### src/rtl/mem_bus_arbiter.sv
// mem_bus_arbiter: shares the external 16-bit memory bus between the CPU
// port (0, fixed priority) and the DMA/loader port (1). DMA is protected from
// starvation by a counter of back-to-back CPU wins. Each access runs as
// grant -> strobe phase (WAIT_STATES+1 cycles) -> one-cycle acknowledge.
//
// state    | meaning
// ---------+-----------------------------------------------------------
// S_IDLE   | bus free, arbitrate every cycle
// S_ACCESS | strobes on pins, wait counter running down to zero
// S_ACK    | ACKn pulsed for the owner, GNT still shows the owner
module mem_bus_arbiter #(
    parameter int WAIT_STATES = 1,
    parameter int MAX_STARVE  = 4
) (
    input  logic        CLK,
    input  logic        RESET,
    input  logic        REQ0,
    input  logic        REQ1,
    input  logic        WE0,
    input  logic        WE1,
    input  logic        BYTE0,
    input  logic        BYTE1,
    input  logic [15:0] ADDR0,
    input  logic [15:0] ADDR1,
    input  logic [15:0] WDATA0,
    input  logic [15:0] WDATA1,
    output logic        ACK0,
    output logic        ACK1,
    output logic [15:0] RDATA0,
    output logic [15:0] RDATA1,
    output logic [15:0] MEM_ADDR,
    output logic [15:0] MEM_DOUT,
    input  logic [15:0] MEM_DIN,
    output logic        MEM_RD,
    output logic        MEM_WR0,
    output logic        MEM_WR1,
    output logic [1:0]  GNT
);

    typedef enum logic [1:0] {
        S_IDLE   = 2'd0,
        S_ACCESS = 2'd1,
        S_ACK    = 2'd2
    } state_t;

    localparam logic [3:0] WAIT_LOAD  = 4'(WAIT_STATES);
    localparam logic [7:0] STARVE_LIM = 8'(MAX_STARVE);

    state_t      state, state_nx;
    logic [3:0]  wait_cnt, wait_nx;
    logic [7:0]  starve_cnt, starve_nx;
    logic        owner, owner_nx;
    logic        lat_we, lat_we_nx;
    logic        lat_byte, lat_byte_nx;
    logic [1:0]  gnt_nx;
    logic        ack0_nx, ack1_nx;
    logic        rd_nx, wr0_nx, wr1_nx;
    logic [15:0] addr_nx, dout_nx, rdata0_nx, rdata1_nx;

    logic        pick1, sel_we, sel_byte;
    logic [15:0] sel_addr, sel_wdata, rd_word;

    // Winner selection and the winner's request fields, plus read-lane steering.
    always_comb begin
        pick1     = REQ1 && ((starve_cnt == STARVE_LIM) || !REQ0);
        sel_we    = pick1 ? WE1    : WE0;
        sel_byte  = pick1 ? BYTE1  : BYTE0;
        sel_addr  = pick1 ? ADDR1  : ADDR0;
        sel_wdata = pick1 ? WDATA1 : WDATA0;
        if (!lat_byte)
            rd_word = MEM_DIN;
        else if (MEM_ADDR[0])
            rd_word = {8'h00, MEM_DIN[15:8]};
        else
            rd_word = {8'h00, MEM_DIN[7:0]};
    end

    // Next-state and next-output logic; every output is registered below.
    always_comb begin
        state_nx    = state;
        wait_nx     = wait_cnt;
        starve_nx   = starve_cnt;
        owner_nx    = owner;
        lat_we_nx   = lat_we;
        lat_byte_nx = lat_byte;
        gnt_nx      = GNT;
        ack0_nx     = 1'b0;
        ack1_nx     = 1'b0;
        rd_nx       = MEM_RD;
        wr0_nx      = MEM_WR0;
        wr1_nx      = MEM_WR1;
        addr_nx     = MEM_ADDR;
        dout_nx     = MEM_DOUT;
        rdata0_nx   = RDATA0;
        rdata1_nx   = RDATA1;

        case (state)
            S_IDLE: begin
                if (REQ0 || REQ1) begin
                    owner_nx    = pick1;
                    lat_we_nx   = sel_we;
                    lat_byte_nx = sel_byte;
                    gnt_nx      = pick1 ? 2'b10 : 2'b01;
                    wait_nx     = WAIT_LOAD;
                    addr_nx     = sel_addr;
                    rd_nx       = !sel_we;
                    wr0_nx      = sel_we && (!sel_byte || !sel_addr[0]);
                    wr1_nx      = sel_we && (!sel_byte || sel_addr[0]);
                    if (!sel_byte)
                        dout_nx = sel_wdata;
                    else if (sel_addr[0])
                        dout_nx = {sel_wdata[7:0], 8'h00};
                    else
                        dout_nx = {8'h00, sel_wdata[7:0]};
                    state_nx    = S_ACCESS;
                end
                if (pick1 || !REQ1)
                    starve_nx = 8'd0;
                else if (starve_cnt != STARVE_LIM)
                    starve_nx = starve_cnt + 8'd1;
            end
            S_ACCESS: begin
                if (wait_cnt != 4'd0) begin
                    wait_nx = wait_cnt - 4'd1;
                end else begin
                    rd_nx  = 1'b0;
                    wr0_nx = 1'b0;
                    wr1_nx = 1'b0;
                    if (!lat_we) begin
                        if (owner)
                            rdata1_nx = rd_word;
                        else
                            rdata0_nx = rd_word;
                    end
                    ack0_nx  = !owner;
                    ack1_nx  = owner;
                    state_nx = S_ACK;
                end
            end
            S_ACK: begin
                gnt_nx   = 2'b00;
                state_nx = S_IDLE;
            end
            default: begin
                gnt_nx   = 2'b00;
                rd_nx    = 1'b0;
                wr0_nx   = 1'b0;
                wr1_nx   = 1'b0;
                state_nx = S_IDLE;
            end
        endcase
    end

    // State and output registers with synchronous reset; a reset mid-access
    // simply abandons the transfer.
    always_ff @(posedge CLK) begin
        if (RESET) begin
            state      <= S_IDLE;
            wait_cnt   <= 4'd0;
            starve_cnt <= 8'd0;
            owner      <= 1'b0;
            lat_we     <= 1'b0;
            lat_byte   <= 1'b0;
            GNT        <= 2'b00;
            ACK0       <= 1'b0;
            ACK1       <= 1'b0;
            MEM_RD     <= 1'b0;
            MEM_WR0    <= 1'b0;
            MEM_WR1    <= 1'b0;
            MEM_ADDR   <= 16'h0000;
            MEM_DOUT   <= 16'h0000;
            RDATA0     <= 16'h0000;
            RDATA1     <= 16'h0000;
        end else begin
            state      <= state_nx;
            wait_cnt   <= wait_nx;
            starve_cnt <= starve_nx;
            owner      <= owner_nx;
            lat_we     <= lat_we_nx;
            lat_byte   <= lat_byte_nx;
            GNT        <= gnt_nx;
            ACK0       <= ack0_nx;
            ACK1       <= ack1_nx;
            MEM_RD     <= rd_nx;
            MEM_WR0    <= wr0_nx;
            MEM_WR1    <= wr1_nx;
            MEM_ADDR   <= addr_nx;
            MEM_DOUT   <= dout_nx;
            RDATA0     <= rdata0_nx;
            RDATA1     <= rdata1_nx;
        end
    end

endmodule
### config.mk
export PLATFORM = sky130hd
export DESIGN_NAME = mem_bus_arbiter
export DESIGN_NICKNAME = d
export VERILOG_FILES = /design/src/rtl/mem_bus_arbiter.sv
export SDC_FILE = /design/constraint.sdc
export NUM_CORES = 1
export LEC_CHECK = 0
export CAP_MARGIN = 10
export CELL_PAD_IN_SITES_DETAIL_PLACEMENT = 1
export CELL_PAD_IN_SITES_GLOBAL_PLACEMENT = 2
export CORE_UTILIZATION = 26
export DETAILED_ROUTE_END_ITERATION = 12
export GPL_TIMING_DRIVEN = 0
export PLACE_DENSITY_LB_ADDON = 0.1
export SLEW_MARGIN = 10
export SYNTH_ARGS = -nofsm -noshare
export SYNTH_HDL_FRONTEND = slang
export SYNTH_SLANG_ARGS = --single-unit
### constraint.sdc
create_clock -name CLK -period 3.5 [get_ports CLK]
set_input_delay 1.05 -clock CLK [delete_from_list [all_inputs] [get_ports CLK]]
set_output_delay 1.05 -clock CLK [all_outputs]
set_load 0.005 [all_outputs]
==> impl_metrics.env <==
export IMPL_coreArea_um2=14000
export IMPL_area_growth_syn_to_layout_pct=56.4
export IMPL_yosys_warnings=0
export IMPL_avgSynthCellArea_um2=9.19
export IMPL_synth_edf_count=0
export IMPL_drv_slew=0
export IMPL_hold_viol=0
export IMPL_worstPathArrival_ns=3.35
export IMPL_antenna_left=0
export IMPL_period_minus_slack_ns=3.08
export IMPL_max_freq_mhz=325
export IMPL_post_cts_buffers=0
export IMPL_critPathKind="input port to flop"
export IMPL_drive_gt1_share_pct=6.02
export IMPL_slew_headroom_pct=31.0
export IMPL_ys_seq_elements=88
export IMPL_start_kind="input port"
export IMPL_grt_use_total_pct=17.9
export IMPL_power_density_nw_per_um2=479
export IMPL_finish_utilization_pct=41.9
export IMPL_grt_pass1_vias=3802
export IMPL_gp_congestion=0.765
export IMPL_ys_types=49
export IMPL_ctsRootBufferMaster="clkbuf_16"
export IMPL_antenna_found_initial=0
export IMPL_ir_drop_uv=228
export IMPL_ys_seq_area_share_pct=47.0
export IMPL_grt_max_degree=14
export IMPL_leakage_nw=2.16
export IMPL_dominantRegCellSynth="dfxtp_1"
export IMPL_drt_wl_total_um=13100
export IMPL_die_h_um=122
export IMPL_async_flop_share_pct=0
export IMPL_synth_top_family_by_area="simple AND/OR/NAND/NOR gates"
export IMPL_synth_simple_area_share_pct=21.0
export IMPL_fp_row_count=43
export IMPL_remaining_drc_errors=0
export IMPL_dp_hpwl_um=10000
export IMPL_synth_fp_nets=500
export IMPL_viasPerCell=4.83
export IMPL_ctsResizeCount=0
export IMPL_cts_sinks=88
export IMPL_finalSetupViolations=0
export IMPL_cts_buffers=9
export IMPL_htreeDepth=3
export IMPL_ys_top_cells_by_count="dfxtp_1 (88), nor2_1 (73), nand2_1 (43)"
export IMPL_p_total_w=0.00281
export IMPL_firstDrtPassIters=5
export IMPL_clk_pin_slew_worst_paths_ns=0.06
export IMPL_synth_fa_ha_area_share_pct=1.33
export IMPL_finalSetupTns_ns=0
export IMPL_mappedNetlistArea_um2=3750
export IMPL_synthTopCellsByArea="dfxtp_1 (47%), nor2_1 (7.3%), mux2i_1 (6.9%)"
export IMPL_tightest_slew_ns=1.03
export IMPL_cts_hold_buf=0
export IMPL_synth_compound_area_share_pct=16.7
export IMPL_yosysMostFrequentCell="dfxtp_1"
export IMPL_yosysTopAreaCellShare_pct=47.0
export IMPL_hp_class="flop to flop"
export IMPL_critPathMaxFanout=8
export IMPL_netlist_instances=408
export IMPL_max_cap_viol_count=0
export IMPL_skew_ns=0.00556
export IMPL_synthXorXnorAreaFrac_pct=2.10
export IMPL_dieArea_um2=14900
export IMPL_start_util_pct=26.8
export IMPL_required_ns=3.78
export IMPL_drt_initial_drc_count=208
export IMPL_diodes=0
export IMPL_cts_tree="built"
export IMPL_die_x_um=122
export IMPL_post_synth_mux_area_share_pct=7.24
export IMPL_nets=669
export IMPL_post_drt_wl_per_cell_um=17.3
export IMPL_synth_top_area_cell="dfxtp_1"
export IMPL_via_count=3672
export IMPL_pin_count=159
export IMPL_clk_latency_ns=0.34
export IMPL_post_route_period_util_pct=87.9
export IMPL_clock_path_buffers=2
export IMPL_overflow=0
export IMPL_port_buffers=158
export IMPL_grt_pass1_wl_um=20100
export IMPL_endpoint_kind="flop"
export IMPL_rsz0062_at_grt="false"
export IMPL_whs_ns=0.458
export IMPL_status="finished, final reports clean"
-- registers in the layout, indices dropped and copies added (netlist names) --
register / cells
state: 2
GNT: 2
RDATA1: 16
ACK1: 1
starve_cnt: 8
ACK0: 1
MEM_WR1: 1
wait_cnt: 4
lat_we: 1
RDATA0: 16
MEM_RD: 1
owner: 1
MEM_DOUT: 16
MEM_WR0: 1
lat_byte: 1
MEM_ADDR: 16
-- power breakdown --
group	leakage (nW)	switching, W	total (W)	internal, W
clock network	0.154	0.000397	0.00100	0.000606
logic	1.29	0.000315	0.000665	0.000350
registers	0.718	0.0000544	0.00114	0.00109
-- cells in the final DEF (no fill, tap or decap), types with 3 or more instances in the layout --
cell type and instances:
xor2_1 4, nor2_1 73, inv_1 8, a41oi_1 8
a222oi_1 8, buf_6 3, a211oi_1 18, nand3_1 17
ha_1 4, nor2b_1 10, clkbuf_16 9, nand2_1 43
clkdlybuf4s50_1 158, a22oi_1 16, xnor2_1 5, dfxtp_1 88
a32o_1 8, clkbuf_1 15, mux2i_1 26, buf_2 4
a21o_1 3, clkbuf_8 3, a21oi_1 6, nor3_1 4
-- per-stage QoR --
stage / worst slack, ns / area (um^2) / cells
after floorplan: 1.02 / 3750 / 408
after global placement: 0.110 / 5560 / 746
after detailed placement: 0.0948 / 5560 / 746
after CTS: 0.420 / 5860 / 761
after global routing: 0.218 / 5860 / 761
final: 0.425 / 5860 / 761
-- worst paths after layout --
| check | start | endpoint | slack [ns] | cells past startpoint |
|---|---|---|---|---|
| setup reg to reg | starve_cnt[0] | MEM_DOUT[11] | 1.12 | 7 |
| hold reg to reg | GNT[0] | GNT[0] | 0.46 | 1 |
| setup / recovery | REQ1 | MEM_ADDR[3] | 0.42 | 6 |
| hold / removal | GNT[0] | GNT[0] | 0.46 | 1 |
-- layout make-up --
type,instances,area [um^2]
multi-input cells,286,1810
plain buffers,26,144
clock buffers,12,267
flip-flops and latches,88,1760
fillers,1622,8130
repair buffers,158,1580
inverters,8,30.0
well taps,180,225
clock inverters,3,40.0
-- cells by family after synthesis --
family / after synthesis
adders and majority gates: 4
xor gates and xnor gates: 9
and+or+nand+nor: 168
muxes: 27
DFF: 88
AOI/OAI and AO/OA: 78
buffers and inverters: 34
-- worst max-delay path, cell delays in order --
cell and delay [ns]:
clkdlybuf4s50_1 0.56, nor4b_1 0.37, a21oi_1 0.28, nor3_1 0.85, nand2_1 0.14, nand2_1 0.10
-- per-layer routing --
metal / track usage (%) / vias up / part of all wire (%)
met3: 6.32 / 15 / 7.7
li1: - / 1798 / -
met2: 29.8 / 105 / 47
met1: 21.3 / 1754 / 44
met5: 0 / - / 0
met4: 5.87 / 0 / 1.6
No activity file was read; power rests on OpenSTA's default activity.
